<file path="src/rtl/vga_timing_gen_if.sv">
// Raster timing bundle: position, blanking, sync and frame strobes.
`timescale 1ns/1ps
interface vga_timing_gen_if;
   logic        pix_tick;
   logic [9:0]  pos_h;
   logic [9:0]  pos_v;
   logic        blank;
   logic        hsync;
   logic        vsync;
   logic        update;
   logic [15:0] frame_cnt;

   modport master (
      output pix_tick, pos_h, pos_v, blank, hsync, vsync, update, frame_cnt
   );

   modport slave (
      input pix_tick, pos_h, pos_v, blank, hsync, vsync, update, frame_cnt
   );
endinterface

</file>
<file path="src/rtl/vga_timing_gen.sv">
// VGA raster timing generator: clock-enable pixel divider, horizontal/vertical
// region FSMs, registered sync/blank/position outputs and a per-frame update strobe.
`timescale 1ns/1ps
module vga_timing_gen #(
   parameter int unsigned CLK_DIV  = 4,
   parameter int unsigned H_VIS    = 640,
   parameter int unsigned H_FP     = 16,
   parameter int unsigned H_SYNC   = 96,
   parameter int unsigned H_BP     = 48,
   parameter int unsigned V_VIS    = 480,
   parameter int unsigned V_FP     = 10,
   parameter int unsigned V_SYNC   = 2,
   parameter int unsigned V_BP     = 33,
   parameter bit          SYNC_POL = 1'b0
) (
   input logic              clk,
   input logic              rst,
   vga_timing_gen_if.master vga
);

   localparam int unsigned H_TOT = H_VIS + H_FP + H_SYNC + H_BP;
   localparam int unsigned V_TOT = V_VIS + V_FP + V_SYNC + V_BP;

   localparam logic [9:0] H_ACT_END = 10'(H_VIS - 1);
   localparam logic [9:0] H_FP_END  = 10'(H_VIS + H_FP - 1);
   localparam logic [9:0] H_SY_END  = 10'(H_VIS + H_FP + H_SYNC - 1);
   localparam logic [9:0] H_LAST    = 10'(H_TOT - 1);
   localparam logic [9:0] V_ACT_END = 10'(V_VIS - 1);
   localparam logic [9:0] V_FP_END  = 10'(V_VIS + V_FP - 1);
   localparam logic [9:0] V_SY_END  = 10'(V_VIS + V_FP + V_SYNC - 1);
   localparam logic [9:0] V_LAST    = 10'(V_TOT - 1);
   localparam logic [4:0] DIV_LAST  = 5'(CLK_DIV - 1);

   typedef enum logic [1:0] {HS_ACTIVE, HS_FRONT, HS_SYNC, HS_BACK} h_state_t;
   typedef enum logic [1:0] {VS_ACTIVE, VS_FRONT, VS_SYNC, VS_BACK} v_state_t;

   logic [4:0]  div;
   logic        adv;
   h_state_t    h_state, h_state_nxt;
   v_state_t    v_state, v_state_nxt;
   logic [9:0]  pos_h, pos_v, h_nxt, v_nxt;
   logic        h_wrap, v_wrap;
   logic        pix_tick, blank, hsync, vsync, update;
   logic [15:0] frame_cnt;

   assign adv = (div == DIV_LAST);

   // Next raster position and region; equals the current one when adv is low.
   always_comb begin
      h_nxt       = pos_h;
      v_nxt       = pos_v;
      h_state_nxt = h_state;
      v_state_nxt = v_state;
      h_wrap      = 1'b0;
      v_wrap      = 1'b0;
      if (adv) begin
         h_wrap = (pos_h == H_LAST);
         h_nxt  = h_wrap ? '0 : pos_h + 10'd1;
         case (h_state)
            HS_ACTIVE: if (pos_h == H_ACT_END) h_state_nxt = HS_FRONT;
            HS_FRONT:  if (pos_h == H_FP_END)  h_state_nxt = HS_SYNC;
            HS_SYNC:   if (pos_h == H_SY_END)  h_state_nxt = HS_BACK;
            HS_BACK:   if (h_wrap)             h_state_nxt = HS_ACTIVE;
         endcase
         if (h_wrap) begin
            v_wrap = (pos_v == V_LAST);
            v_nxt  = v_wrap ? '0 : pos_v + 10'd1;
            case (v_state)
               VS_ACTIVE: if (pos_v == V_ACT_END) v_state_nxt = VS_FRONT;
               VS_FRONT:  if (pos_v == V_FP_END)  v_state_nxt = VS_SYNC;
               VS_SYNC:   if (pos_v == V_SY_END)  v_state_nxt = VS_BACK;
               VS_BACK:   if (v_wrap)             v_state_nxt = VS_ACTIVE;
            endcase
         end
      end
   end

   // Every output is decoded from the next state so all of them describe the same pixel.
   always_ff @(posedge clk) begin
      if (rst) begin
         div       <= '0;
         h_state   <= HS_ACTIVE;
         v_state   <= VS_ACTIVE;
         pos_h     <= '0;
         pos_v     <= '0;
         pix_tick  <= 1'b0;
         blank     <= 1'b0;
         hsync     <= ~SYNC_POL;
         vsync     <= ~SYNC_POL;
         update    <= 1'b0;
         frame_cnt <= '0;
      end else begin
         div       <= adv ? '0 : div + 5'd1;
         h_state   <= h_state_nxt;
         v_state   <= v_state_nxt;
         pos_h     <= h_nxt;
         pos_v     <= v_nxt;
         pix_tick  <= adv;
         blank     <= (h_state_nxt != HS_ACTIVE) || (v_state_nxt != VS_ACTIVE);
         hsync     <= (h_state_nxt == HS_SYNC) ? SYNC_POL : ~SYNC_POL;
         vsync     <= (v_state_nxt == VS_SYNC) ? SYNC_POL : ~SYNC_POL;
         update    <= h_wrap && (pos_v == V_ACT_END);
         frame_cnt <= frame_cnt + 16'(v_wrap);
      end
   end

   assign vga.pix_tick  = pix_tick;
   assign vga.pos_h     = pos_h;
   assign vga.pos_v     = pos_v;
   assign vga.blank     = blank;
   assign vga.hsync     = hsync;
   assign vga.vsync     = vsync;
   assign vga.update    = update;
   assign vga.frame_cnt = frame_cnt;

endmodule

</file>
<file path="src/flat_wrapper.sv">
// flat-port wrapper written by rule: the top's interface ports become plain ports
module vga_timing_gen_flat 
#(
   parameter int unsigned CLK_DIV  = 4,
   parameter int unsigned H_VIS    = 640,
   parameter int unsigned H_FP     = 16,
   parameter int unsigned H_SYNC   = 96,
   parameter int unsigned H_BP     = 48,
   parameter int unsigned V_VIS    = 480,
   parameter int unsigned V_FP     = 10,
   parameter int unsigned V_SYNC   = 2,
   parameter int unsigned V_BP     = 33,
   parameter bit          SYNC_POL = 1'b0
)
  (clk, rst, vga_pix_tick, vga_pos_h, vga_pos_v, vga_blank, vga_hsync, vga_vsync, vga_update, vga_frame_cnt);
  vga_timing_gen_if vga_i ();
  input logic clk;
  input logic rst;
  output wire logic [$bits(vga_i.pix_tick)-1:0] vga_pix_tick;
  output wire logic [$bits(vga_i.pos_h)-1:0] vga_pos_h;
  output wire logic [$bits(vga_i.pos_v)-1:0] vga_pos_v;
  output wire logic [$bits(vga_i.blank)-1:0] vga_blank;
  output wire logic [$bits(vga_i.hsync)-1:0] vga_hsync;
  output wire logic [$bits(vga_i.vsync)-1:0] vga_vsync;
  output wire logic [$bits(vga_i.update)-1:0] vga_update;
  output wire logic [$bits(vga_i.frame_cnt)-1:0] vga_frame_cnt;
  assign vga_pix_tick = vga_i.pix_tick;
  assign vga_pos_h = vga_i.pos_h;
  assign vga_pos_v = vga_i.pos_v;
  assign vga_blank = vga_i.blank;
  assign vga_hsync = vga_i.hsync;
  assign vga_vsync = vga_i.vsync;
  assign vga_update = vga_i.update;
  assign vga_frame_cnt = vga_i.frame_cnt;
  vga_timing_gen #(.CLK_DIV(CLK_DIV), .H_VIS(H_VIS), .H_FP(H_FP), .H_SYNC(H_SYNC), .H_BP(H_BP), .V_VIS(V_VIS), .V_FP(V_FP), .V_SYNC(V_SYNC), .V_BP(V_BP), .SYNC_POL(SYNC_POL)) u_core (.clk(clk), .rst(rst), .vga(vga_i));
endmodule
</file>
<file path="config.mk">
export PLATFORM = sky130hd
export DESIGN_NAME = vga_timing_gen_flat
export DESIGN_NICKNAME = d
export VERILOG_FILES = /design/src/rtl/vga_timing_gen_if.sv /design/src/rtl/vga_timing_gen.sv /design/src/flat_wrapper.sv
export SDC_FILE = /design/constraint.sdc
export NUM_CORES = 1
export LEC_CHECK = 0
export BUFFER_PORTS_ARGS = -buffer_cell sky130_fd_sc_hd__buf_2
export CAP_MARGIN = 20
export CELL_PAD_IN_SITES_DETAIL_PLACEMENT = 0
export CELL_PAD_IN_SITES_GLOBAL_PLACEMENT = 2
export CORE_MARGIN = 4
export CORE_UTILIZATION = 35
export CTS_CLUSTER_DIAMETER = 80
export DETAILED_ROUTE_END_ITERATION = 6
export GPL_TIMING_DRIVEN = 0
export PLACE_DENSITY_LB_ADDON = 0.3
export REMOVE_ABC_BUFFERS = 1
export SYNTH_ARGS = -nofsm -noshare
export SYNTH_HDL_FRONTEND = slang
export SYNTH_SLANG_ARGS = --single-unit
</file>
<file path="constraint.sdc">
create_clock -name clk -period 4.7 [get_ports clk]
set_input_delay 0.705 -clock clk [delete_from_list [all_inputs] [get_ports clk]]
set_output_delay 0.705 -clock clk [all_outputs]
set_load 0.005 [all_outputs]
</file>
Word level (Yosys, flattened, before mapping)
Index checks and enable logic that the tools add are counted.

Add/subtract/negate cells: 4. Reductions and logical operators: 8. Mux-type cells: 20. Equality and inequality tests: 17.

Operators with widths (count): equality test 10 bit, second input constant (5); equality test 10 x 9 -> 1 bit, second input constant (3); two-way mux 2 bit (11); adder 10 x 1 -> 10 bit, second input constant (2); two-way mux 10 bit (2); adder 16 x 1 -> 16 bit (1); one-hot mux 2 bit (4 select lines) (2); equality test 2 bit, second input constant (6); adder 5 x 1 -> 5 bit, second input constant (1); equality test 5 x 2 -> 1 bit, second input constant (1); two-way mux 1 bit (5); equality test 2 x 1 -> 1 bit, second input constant (2); logical NOT 2 bit (2); nonzero test 2 bit (2); AND reduction 2 bit (1); OR reduction 2 bit (1); logical AND 1 bit (1); logical OR 1 bit (1).

Word-level logic and storage cells: 60. Input bits: 2. Register bits: 50.

Depth between registers and ports, before layout
Word-level depth: 7. Mapped depth: 11.

Least setup slack after synthesis
No wires, ideal clock.

Path kind: register -> register. From: register u_core.pos_h[0] (netlist: u_core.vga.pos_h[0]). To: register u_core.frame_cnt[14] (netlist: u_core.vga.frame_cnt[14]). Arrival: 2417 ps. Cell stages (with the launch flop): 12. Slack: 2156 ps. Data required time: 4572 ps. Cells stage by stage: dfxtp_1 -> ha_1 -> and4_1 -> clkbuf_1 -> nand4_2 -> nor2_1 -> ha_1 -> ha_1 -> and3_1 -> nor3b_1 -> xnor2_1 -> nor2_1.

Longest elaborated chain between the ends: 4.

RTL lines: from (decl) (line vga_timing_gen.sv:41) `logic [9:0] pos_h, pos_v, h_nxt, v_nxt;`; from (signal assigned) (line vga_timing_gen.sv:96) `pos_h <= h_nxt;`; equality test 10 bit (line vga_timing_gen.sv:57) `h_wrap = (pos_h == H_LAST);`; two-way mux 1 bit (line vga_timing_gen.sv:65) `if (h_wrap) begin`; two-way mux 1 bit (line vga_timing_gen.sv:56) `if (adv) begin`; adder 16 x 1 -> 16 bit (line vga_timing_gen.sv:103) `frame_cnt <= frame_cnt + 16'(v_wrap);`; to (signal assigned) (line vga_timing_gen.sv:103); to (decl) (line vga_timing_gen.sv:44) `logic [15:0] frame_cnt;`.

Every way passes these cells. A chain may end at the register's enable or synchronous reset.

Worst setup path after layout
From: register u_core.div[0]. To: register u_core.frame_cnt[14] (netlist: u_core.vga.frame_cnt[14]).

Longest elaborated chain between the ends: 3.

RTL lines: from (decl) (line vga_timing_gen.sv:37) `logic [4:0] div;`; from (signal assigned) (line vga_timing_gen.sv:93) `div <= adv ? '0 : div + 5'd1;`; equality test 5 x 2 -> 1 bit (line vga_timing_gen.sv:46) `assign adv = (div == DIV_LAST);`; two-way mux 1 bit (line vga_timing_gen.sv:56); adder 16 x 1 -> 16 bit (line vga_timing_gen.sv:103).

Every way passes these cells.

==> metrics.md <==
| Metric | Value |
|---|---|
| Full die area | `0.007999 mm^2` |
| Internal Power | `0.0005574 W` |
| Largest area contributor in the netlist | `dfxtp_1` |
| Nets | `308` |
| Synth unique cells | `42` |
| Number of flops mapped to enable cells by yosys | `0` |
| Seq/Total Area, Yosys | `43.13%` |
| Critical Path AT | `3280 ps` |
| Async S/R FF share, synth | `0%` |
| Filler cells | `695` |
| Top_reg_cell synth | `dfxtp_1` |
| Avg Inst Size Synth | `around 8.9 um^2` |
| Net Sw Frac | `22.51%` |
| Hold Violations, Final | `0` |
| Final core utilization | `41.71%` |
| Commonest non-fill, non-tap cell in the layout | `dfxtp_1` |
| Antenna violations before repair | `0` |
| Post-Syn Area | `0.002321 mm^2` |
| Post-DP HPWL | `approximately 3.4 mm` |
| Inserted Diodes | `0` |
| Vias per inst | `5.119` |
| H-tree depth | `2` |
| Iteration count of the initial detailed-routing pass | `4` |
| Final WL | `4.925 mm` |
| Num rows | `29` |
| Adder-Cell Fraction of Synth Area | `3.774%` |
| Routed met2 length | `1.998 mm` |
| Global route overflow | `0` |
| Largest net degree at the start of global routing | `40` |
| Drt first-iter violations | `63` |
| Worst path required time | `4870 ps` |
| Core footprint | `0.006386 mm^2` |
| Initial core utilization | `36.34%` |
| Clock skew | `4.881 ps` |
| Vias in the first global route | `1,851` |
| Antenna-violating nets left | `0` |
| Number of port buffers | `42` |
| Psw | `0.0001619 W` |
| Num CTS Buffers | `5` |
| WL/cell | `13.06 um` |
| Final Setup Violations | `0` |
| Pwr Density | `270.0 mW/mm^2` |
| Status | `finished clean` |
| Setup ws final | `approximately 1600 ps` |
| Clock share of power | `between 30% and 40%` |
| Fin. max-slew vios | `0` |
| Setup TNS Final | `0 ps` |
| IO Pins | `43` |
| Area grow syn2layout | `14.77%` |
| Clock sink count | `50` |
| WL met3 | `approximately 300 um` |
| Leak Pwr | `about 1.0 nW` |
| Setup Buffers After CTS | `0` |
| Layout Cell Area excl Fill | `0.002664 mm^2` |
| Max Buffers Root-to-Sink | `2` |
| Root Buffer | `clkbuf_8` |
| Clk Latency, worst-skew pair | `around 300 ps` |
| Worst vdd ir | `121.8 uV` |
| CTS clk-pin slew, worst paths | `90 ps` |
| M1 WL | `2.560 mm` |
| Post-route DRC | `0` |
| Uppermost layer routed | `met4` |
| Hold crit path type | `flip-flop to flip-flop` |
| Synth Area in XOR/XNOR | `a little over a tenth` |
| Max-Cap Viols | `0` |
| Setup CP Type | `flip-flop to flip-flop` |
| Relative slew slack | `51.27%` |
| Setup crit end kind | `flip-flop` |
| Multiplexer area fraction after synthesis | `0%` |
| DR vias | `1,930` |
| Slew of the pin with the lowest slew margin | `730.9 ps` |
| Register share of total power | `60.2%` |
| YS warnings | `0` |
| Horiz. Die Dim | `89.44 um` |
| Placer congestion estimate | `0.7262` |
| DIE HEIGHT | `89.44 um` |
| Largest fanout on the critical path | `10` |
| CTS tree | `built` |
| Synth Area in Simple Gates | `32.61%` |
| First-pass GRT wire length | `8.804 mm` |
| RSZ-0062 raised after global routing | `false` |
| Count of state elements after synthesis | `50` |
| Gates resized, CTS repair | `0` |
| Most frequent cells in the layout | `dfxtp_1 (50), buf_2 (42), nor2_1 (35), nand3_1 (17), xor2_1 (16)` |
| Worst Setup Start Kind | `flip-flop` |
| Post-Place Setup Slack | `1013 ps` |
| Highest clock rate | `roughly 320 MHz` |
| Synth Area in Compound Gates | `6.577%` |
| Logic pwr share | `3.6%` |
| Synth top area share | `43.13%` |
| Syn Inst Count | `261` |
| Post-DP Area | `0.002565 mm^2` |
| Top cells by area, synth | `dfxtp_1 (43%), xor2_1 (6.0%), nor2_1 (5.7%)` |
| Post-layout min period | `3114 ps` |
| GRT Total Usage | `13.86%` |
| Layout cells sized above 1 | `around a fifth` |
| Hold Buf Count CTS | `0` |
| Tcrit/Tclk final | `66.26%` |
| R2r setup slk | `1590 ps` |
| Largest family of logic cells by synthesized area | `simple AND/OR/NAND/NOR gates` |
power groups by stage:
stage,combinational [W],clock (W),sequential (W)
6_report,0.0000259,0.000260,0.000433
5_1_grt,0.0000298,0.000289,0.000434
4_1_cts,0.0000257,0.000275,0.000433
3_5_place_dp,0.0000257,0,0.000443
3_3_place_gp,0.0000256,0,0.000443
2_1_floorplan,0.0000150,0,0.000442
area by class of cell:
cell class / instances / area, um^2 / share of cell area, %
Tap cell: 77 / 96.34 / 3.617
Sequential cell: 50 / 1001 / 37.58
Clock inverter: 1 / 5.005 / 0.1879
Timing Repair Buffer: 43 / 217.7 / 8.173
Inverter: 4 / 15.01 / 0.5636
Clock buffer: 7 / 86.33 / 3.241
Multi-Input combinational cell: 195 / 1242 / 46.64
synthesized netlist by cell type (6+ instances only):
cell and instances:
a21oi_1 13, dfxtp_1 50, nand3_1 17, ha_1 7
nand2_1 15, nor3_1 14, nor2_1 35, nand4_1 9
o21ai_0 6, xor2_1 16, xnor2_1 12
flip-flops by register name (all words and copies together) (netlist names):
signal	cells
u_core.vga.pos_v	10
u_core.vga.frame_cnt	16
u_core.vga.pos_h	10
u_core.vga.hsync	1
u_core.vga.update	1
u_core.vga.pix_tick	1
u_core.v_state	2
u_core.vga.blank	1
u_core.vga.vsync	1
u_core.div	5
u_core.h_state	2
per-layer routing:
metal | vias up | global-route usage, %
met5 | - | 0
met4 | 0 | 4.060
met3 | 5 | 4.055
met2 | 43 | 20.56
met1 | 892 | 19.44
li1 | 990 | -
final timing paths:
check | cells after the start | end | from
max | 11 | u_core.vga.frame_cnt[14] | u_core.div[0]
min | 1 | u_core.div[0] | u_core.div[0]
max reg2reg | 11 | u_core.vga.frame_cnt[14] | u_core.div[0]
min reg2reg | 1 | u_core.div[0] | u_core.div[0]
per-stage QoR:
step                instances  hold slack (ps)   power, W
finish                    377            488.0  0.0007193
detailed placement        368            460.7  0.0004688
global route              377            501.8  0.0007534
CTS                       376            481.8  0.0007344
global placement          368            454.5  0.0004688
floorplan                 249            427.6  0.0004575
logic make-up after synthesis:
| logic type | count (synthesis) |
|---|---|
| xor+xnor | 28 |
| fa+ha+maj | 7 |
| flops | 50 |
| compound gates | 27 |
| buf+inv | 16 |
| simple gates | 133 |
critical path: stages, from the launching register on:
cell and delay [ps]:
dfxtp_1 370, ha_1 240, nor4b_2 330, buf_4 250, nand4_2 280, nor2_1 330, ha_1 230, ha_1 230
and3_1 260, nor3b_1 270, xnor2_1 150, nor2_1 50
Note: power is estimated with default switching activity, not from simulation.
